--- config.mk ---
export PLATFORM = sky130hd
export DESIGN_NAME = rsc_enc_param
export DESIGN_NICKNAME = d
export VERILOG_FILES = /design/src/rtl/rsc_pkg.sv /design/src/rtl/rsc_trellis_step.sv /design/src/rtl/rsc_enc_param.sv
export SDC_FILE = /design/constraint.sdc
export NUM_CORES = 1
export LEC_CHECK = 0
export ABC_AREA = 1
export ABC_CLOCK_PERIOD_IN_PS = 1950
export CORE_UTILIZATION = 34
export DETAILED_ROUTE_END_ITERATION = 6
export PLACE_DENSITY_LB_ADDON = 0.05
export SETUP_SLACK_MARGIN = 0.2
export SYNTH_ARGS = -nofsm -noshare
export SYNTH_HDL_FRONTEND = slang
export SYNTH_SLANG_ARGS = --single-unit
--- constraint.sdc ---
create_clock -name clk_p_i -period 1.95 [get_ports clk_p_i]
set_input_delay 0.39 -clock clk_p_i [delete_from_list [all_inputs] [get_ports clk_p_i]]
set_output_delay 0.39 -clock clk_p_i [all_outputs]
set_load 0.01 [all_outputs]
--- src/rtl/rsc_pkg.sv ---
// Shared definitions for the RSC encoder family (encoder, interleaver, decoder).
package rsc_pkg;

  // Encoder control states
  typedef enum logic [1:0] {
    ST_IDLE = 2'd0,
    ST_ENC  = 2'd1,
    ST_TAIL = 2'd2,
    ST_DONE = 2'd3
  } rsc_state_t;

  // Default (7,5) octal code, memory 2
  localparam int         RSC_MEM_DEF  = 2;
  localparam logic [2:0] RSC_G_FB_DEF = 3'o7;
  localparam logic [2:0] RSC_G_FF_DEF = 3'o5;

endpackage

--- src/rtl/rsc_trellis_step.sv ---
// One combinational trellis step of a recursive systematic convolutional code.
// s[j-1] holds the value delayed j cycles. In tail mode the input is replaced
// by the feedback sum so that the recursion input a becomes zero.
module rsc_trellis_step #(
  parameter int             MEM  = 2,
  parameter logic [MEM:0]   G_FB = 3'b111,
  parameter logic [MEM:0]   G_FF = 3'b101
) (
  input  logic [MEM-1:0] s,
  input  logic           u,
  input  logic           tail,
  output logic           u_eff,
  output logic           p,
  output logic [MEM-1:0] s_next
);

  logic fb;
  logic ff;
  logic a;

  // Feedback/feedforward tap sums, parity and shifted register contents
  always_comb begin
    fb     = 1'b0;
    ff     = 1'b0;
    s_next = '0;
    for (int j = 1; j <= MEM; j++) begin
      fb = fb ^ (G_FB[j] & s[j-1]);
      ff = ff ^ (G_FF[j] & s[j-1]);
    end
    u_eff     = tail ? fb : u;
    a         = u_eff ^ fb;
    p         = (G_FF[0] & a) ^ ff;
    s_next[0] = a;
    for (int j = 1; j < MEM; j++) begin
      s_next[j] = s[j-1];
    end
  end

endmodule

--- src/rtl/rsc_enc_param.sv ---
// Block RSC encoder with trellis termination. Accepts a K_LEN-bit block,
// encodes it MSB first at one step per cycle, appends MEM tail steps that
// drive the state back to zero, and presents systematic and parity streams
// as parallel words until the consumer takes them.
module rsc_enc_param
  import rsc_pkg::*;
#(
  parameter int K_LEN = 16,
  parameter int MEM   = 2,
  parameter     G_FB  = RSC_G_FB_DEF,
  parameter     G_FF  = RSC_G_FF_DEF
) (
  input  logic                 clk_p_i,
  input  logic                 reset_n_i,
  input  logic                 in_valid_i,
  output logic                 in_ready_o,
  input  logic [K_LEN-1:0]     data_i,
  output logic                 out_valid_o,
  input  logic                 out_ready_i,
  output logic [K_LEN+MEM-1:0] data_sys_o,
  output logic [K_LEN+MEM-1:0] data_enc_o,
  output logic                 busy_o
);

  localparam int N_STEP = K_LEN + MEM;
  localparam int CNT_W  = $clog2(K_LEN + MEM + 1);

  localparam logic [MEM:0]       FB        = G_FB;
  localparam logic [MEM:0]       FF        = G_FF;
  localparam logic [CNT_W-1:0]   LAST_ENC  = CNT_W'(K_LEN - 1);
  localparam logic [CNT_W-1:0]   LAST_STEP = CNT_W'(N_STEP - 1);

  // Parameter sanity: bad polynomials or ranges must not elaborate
  if ($bits(G_FB) != MEM + 1 || $bits(G_FF) != MEM + 1) begin : g_bad_width
    $error("rsc_enc_param: polynomial width must be MEM+1");
  end
  if (G_FB[0] != 1'b1) begin : g_bad_fb
    $error("rsc_enc_param: G_FB[0] must be 1");
  end
  if (K_LEN < 2 || K_LEN > 4096 || MEM < 1 || MEM > 6) begin : g_bad_range
    $error("rsc_enc_param: K_LEN or MEM out of range");
  end

  rsc_state_t          state;
  rsc_state_t          state_nx;
  logic [K_LEN-1:0]    blk;
  logic [MEM-1:0]      sreg;
  logic [MEM-1:0]      s_next;
  logic [CNT_W-1:0]    cnt;
  logic                accept;
  logic                stepping;
  logic                tail;
  logic                u_eff;
  logic                p;

  assign accept   = in_valid_i & in_ready_o;
  assign tail     = (state == ST_TAIL);
  assign stepping = (state == ST_ENC) || (state == ST_TAIL);

  rsc_trellis_step #(
    .MEM  (MEM),
    .G_FB (FB),
    .G_FF (FF)
  ) u_step (
    .s      (sreg),
    .u      (blk[K_LEN-1]),
    .tail   (tail),
    .u_eff  (u_eff),
    .p      (p),
    .s_next (s_next)
  );

  // Next-state logic
  always_comb begin
    state_nx = state;
    unique case (state)
      ST_IDLE: if (accept)            state_nx = ST_ENC;
      ST_ENC:  if (cnt == LAST_ENC)   state_nx = ST_TAIL;
      ST_TAIL: if (cnt == LAST_STEP)  state_nx = ST_DONE;
      ST_DONE: if (out_ready_i)       state_nx = ST_IDLE;
      default:                        state_nx = ST_IDLE;
    endcase
  end

  // State register
  always_ff @(posedge clk_p_i or negedge reset_n_i) begin
    if (!reset_n_i) begin
      state <= ST_IDLE;
    end else begin
      state <= state_nx;
    end
  end

  // Registered handshake/status flags, decoded from the upcoming state
  always_ff @(posedge clk_p_i or negedge reset_n_i) begin
    if (!reset_n_i) begin
      in_ready_o  <= 1'b0;
      out_valid_o <= 1'b0;
      busy_o      <= 1'b0;
    end else begin
      in_ready_o  <= (state_nx == ST_IDLE);
      out_valid_o <= (state_nx == ST_DONE);
      busy_o      <= (state_nx == ST_ENC) || (state_nx == ST_TAIL);
    end
  end

  // Step counter, encoder state and output shift registers
  always_ff @(posedge clk_p_i or negedge reset_n_i) begin
    if (!reset_n_i) begin
      cnt        <= '0;
      sreg       <= '0;
      data_sys_o <= '0;
      data_enc_o <= '0;
    end else if (accept) begin
      cnt        <= '0;
      sreg       <= '0;
      data_sys_o <= '0;
      data_enc_o <= '0;
    end else if (stepping) begin
      cnt        <= cnt + 1'b1;
      sreg       <= s_next;
      data_sys_o <= {data_sys_o[N_STEP-2:0], u_eff};
      data_enc_o <= {data_enc_o[N_STEP-2:0], p};
    end
  end

  // Captured block, shifted so the next information bit is always the MSB
  always_ff @(posedge clk_p_i) begin
    if (accept) begin
      blk <= data_i;
    end else if (state == ST_ENC) begin
      blk <= {blk[K_LEN-2:0], 1'b0};
    end
  end

endmodule

==> results of run 1 <==
through the flow:
stage	setup WS [ns]	util (%)	instance area, µm²	std cells
after global routing	0.186	46.9	3850	458
after global placement	0.228	44.1	3630	442
after floorplan	0.385	-	2880	281
final	0.285	46.9	3850	458
after CTS	0.251	46.6	3830	457
after detailed placement	0.189	44.1	3630	442
what timing repair did:
action,CTS,global route
setup buffers,0,1
setup endpoints to repair,0,26
gates resized for setup,0,5
registers in the layout, indices dropped and copies added (netlist names):
| name | flops |
|---|---|
| sreg | 2 |
| out_valid_o | 1 |
| in_ready_o | 1 |
| data_sys_o | 18 |
| busy_o | 1 |
| blk | 16 |
| state | 2 |
| cnt | 5 |
| data_enc_o | 18 |
cells in the final DEF, fill, tap and decap left out:
cell	instances
clkbuf_8	12
o21ai_0	8
o21ai_1	1
bufinv_16	1
inv_4	1
ha_2	2
buf_4	5
clkdlybuf4s50_1	57
nand3_1	9
inv_1	52
nor2_2	1
nor2_8	1
dfrtp_1	48
o22ai_2	20
nand2_2	3
ha_1	5
a21oi_1	5
nor2_1	9
edfxtp_1	16
nand4_1	2
buf_2	1
o22ai_1	15
buf_12	5
inv_2	2
clkinv_2	2
nand2_1	69
nand2_4	1
final timing paths:
path,cells past startpoint,slack [ns],from,to
worst max-delay path,1,0.29,data_enc_o[0]$_DFFE_PN0P_,data_enc_o[0]
worst min-delay path,2,0.03,reset_n_i,data_enc_o[8]$_DFFE_PN0P_
worst max register to register,7,0.33,state[0]$_DFF_PN0_,data_sys_o[0]$_DFFE_PN0P_
worst min register to register,2,0.52,data_enc_o[17]$_DFFE_PN0P_,data_enc_o[17]$_DFFE_PN0P_
max in group asynchronous,2,1.69,reset_n_i,data_sys_o[5]$_DFFE_PN0P_
min in group clk_p_i,2,0.52,data_enc_o[17]$_DFFE_PN0P_,data_enc_o[17]$_DFFE_PN0P_
final cells by class:
type / count / area [µm²]
Multi-Input combinational cell: 151 / 913
Timing Repair Buffer: 68 / 713
Tap cell: 105 / 131
Sequential cell: 64 / 1680
Inverter: 55 / 209
Clock buffer: 12 / 165
Fill cell: 802 / 4360
Clock inverter: 3 / 40.0
power by group:
part / switching [mW] / internal [mW] / total, mW
sequential: 0.206 / 1.86 / 2.06
combinational: 1.56 / 1.19 / 2.75
clock: 0.473 / 0.684 / 1.16
metal layers:
metal	up-vias	part of all wire, %
met5	-	0
met4	0	1.3
met3	5	4.7
li1	1038	-
met2	51	49
met1	972	45
cell families (layout without fill, tap and decap cells):
| family | count (synthesis) | after routing | synth area share [%] |
|---|---|---|---|
| AOI/OAI and AO/OA | 49 | 49 | 14.4 |
| DFF | 64 | 64 | 58.5 |
| adders and majority gates | 7 | 7 | 3.05 |
| and+or+nand+nor | 95 | 95 | 13.7 |
| buffers and inverters | 66 | 138 | 10.4 |
==> summary.md, run 1 <==
| Metric | Value |
|---|---|
| CTS Hold Bufs | 0 |
| Post-Syn Instances | 281 |
| Placer Congestion | 0.786 |
| Total track usage | 14.1% |
| Synth Flop Type | dfrtp_1 |
| Initial DRC count | 80 |
| Count of cell types in the netlist | 21 |
| Synth cell count leaders | nand2_1, inv_1, dfrtp_1 |
| CP max FO | 3 |
| Num rows | 33 |
| Clock Latency Late Sink | 0.33 ns |
| Global-route wire length before repair | 9.46 mm |
| Sequential-to-total area share from yosys stat | 58.5% |
| CTS Buf Count | 9 |
| Htree depth | 3 |
| Max-slew violation count | 0 |
| WL final | 5.50 mm |
| Clock skew | 0.00716 ns |
| Post-synthesis async set-or-reset flop share | 75.0% |
| Setup crit end kind | output port |
| Initial core utilization | 35.0% |
| Num Clock Sinks | 64 |
| Area leader, netlist | dfrtp_1 |
| 1st-pass router iterations | 4 |
| Wirelength per Cell | 12.0 µm |
| I/O pin total | 59 |
| Max stage delay on crit path | 0.56 ns |
| Syn nets | 308 |
| CP max stage cell | clkdlybuf4s50_1 |
| Status | finished clean |
| Placeable Area | 8220 µm² |
| Critical Path AT | 1.27 ns |
| Fin. Hold Viols | 0 |
| Tcrit/Tclk final | 85.4% |
| Worst Max-Slew Pin Slew | 0.306 ns |
| Die width | 94.0 µm |
| GR peak layer | met2 |
| Average size of a mapped cell | 10.2 µm² |
| Pwr per Cell Area | 1550 nW/µm² |
| Most common cell in the synthesized netlist | nand2_1 |
| Synthesized flop and latch total | 64 |
| Vias per cell | 4.51 |
| Worst path top cell family by delay | buffers and inverters |
| Mapped cell area | 2880 µm² |
| Leakage | 1.69 nW |
| Setup TNS | 0 ns |
| Port bufs | 58 |
| Grt met1 use | 16.6% |
| Area growth syn-to-layout | 34.0% |
| Detailed placement HPWL | 3.81 mm |
| Yosys top cell area share | 41.8% |
| Fraction of layout cells with a size suffix above 1 | 16.1% |
| Ant. Diodes | 0 |
| FMAX | 601 MHz |
| Final setup vio count | 0 |
| GR Util met2 | 24.0% |
| Rel. slew slack | 79.5% |
| Vias in the first global route | 2079 |
| CTS tree | built |
| Remaining routing DRC violations | 0 |
| Antenna viol nets, final | 0 |
| Synth top area cells | dfrtp_1, edfxtp_1, nand2_1 |
| VDD IR max | 0.000709 V |
| Clock Tree Buf Depth | 2 |
| Nets | 376 |
| Vias | 2066 |
| WS Path Type | reg -> out |
| CTS root buf | clkbuf_8 |
| Crit path cell chain | clkdlybuf4s50_1 |
| CTS clk-pin slew, worst paths | 0.07 ns |
| Die height | 94.0 µm |
| Largest net degree at the start of global routing | 49 |
| M3 GR Usage | 4.85% |
| Number of synthesized flops with an enable pin | 16 |
| Class of the worst hold path | in -> async |
| Grt ovf | 0 |
| Warnings, synthesis | 0 |
| Post-route minimum period | 1.66 ns |
| Tot Pwr | 5.97 mW |
| RSZ-0062 raised after global routing | yes |
| Max-Cap Viols | 0 |
| Initial antenna violation count | 0 |
| Worst path bufs/invs | 1 |
| Setup crit start kind | register |
| Data required time of the worst path | 1.56 ns |
| WHS | 0.0343 ns |
| Total Die Area | 8830 µm² |
Note: power is estimated with default switching activity, not from simulation.
==> inputs of run 2 (changes only) <==
Settings changed: SLEW_MARGIN set to 5.
==> results of run 2 <==
No change in the layout: final DEF, timing and power equal those of run 1.
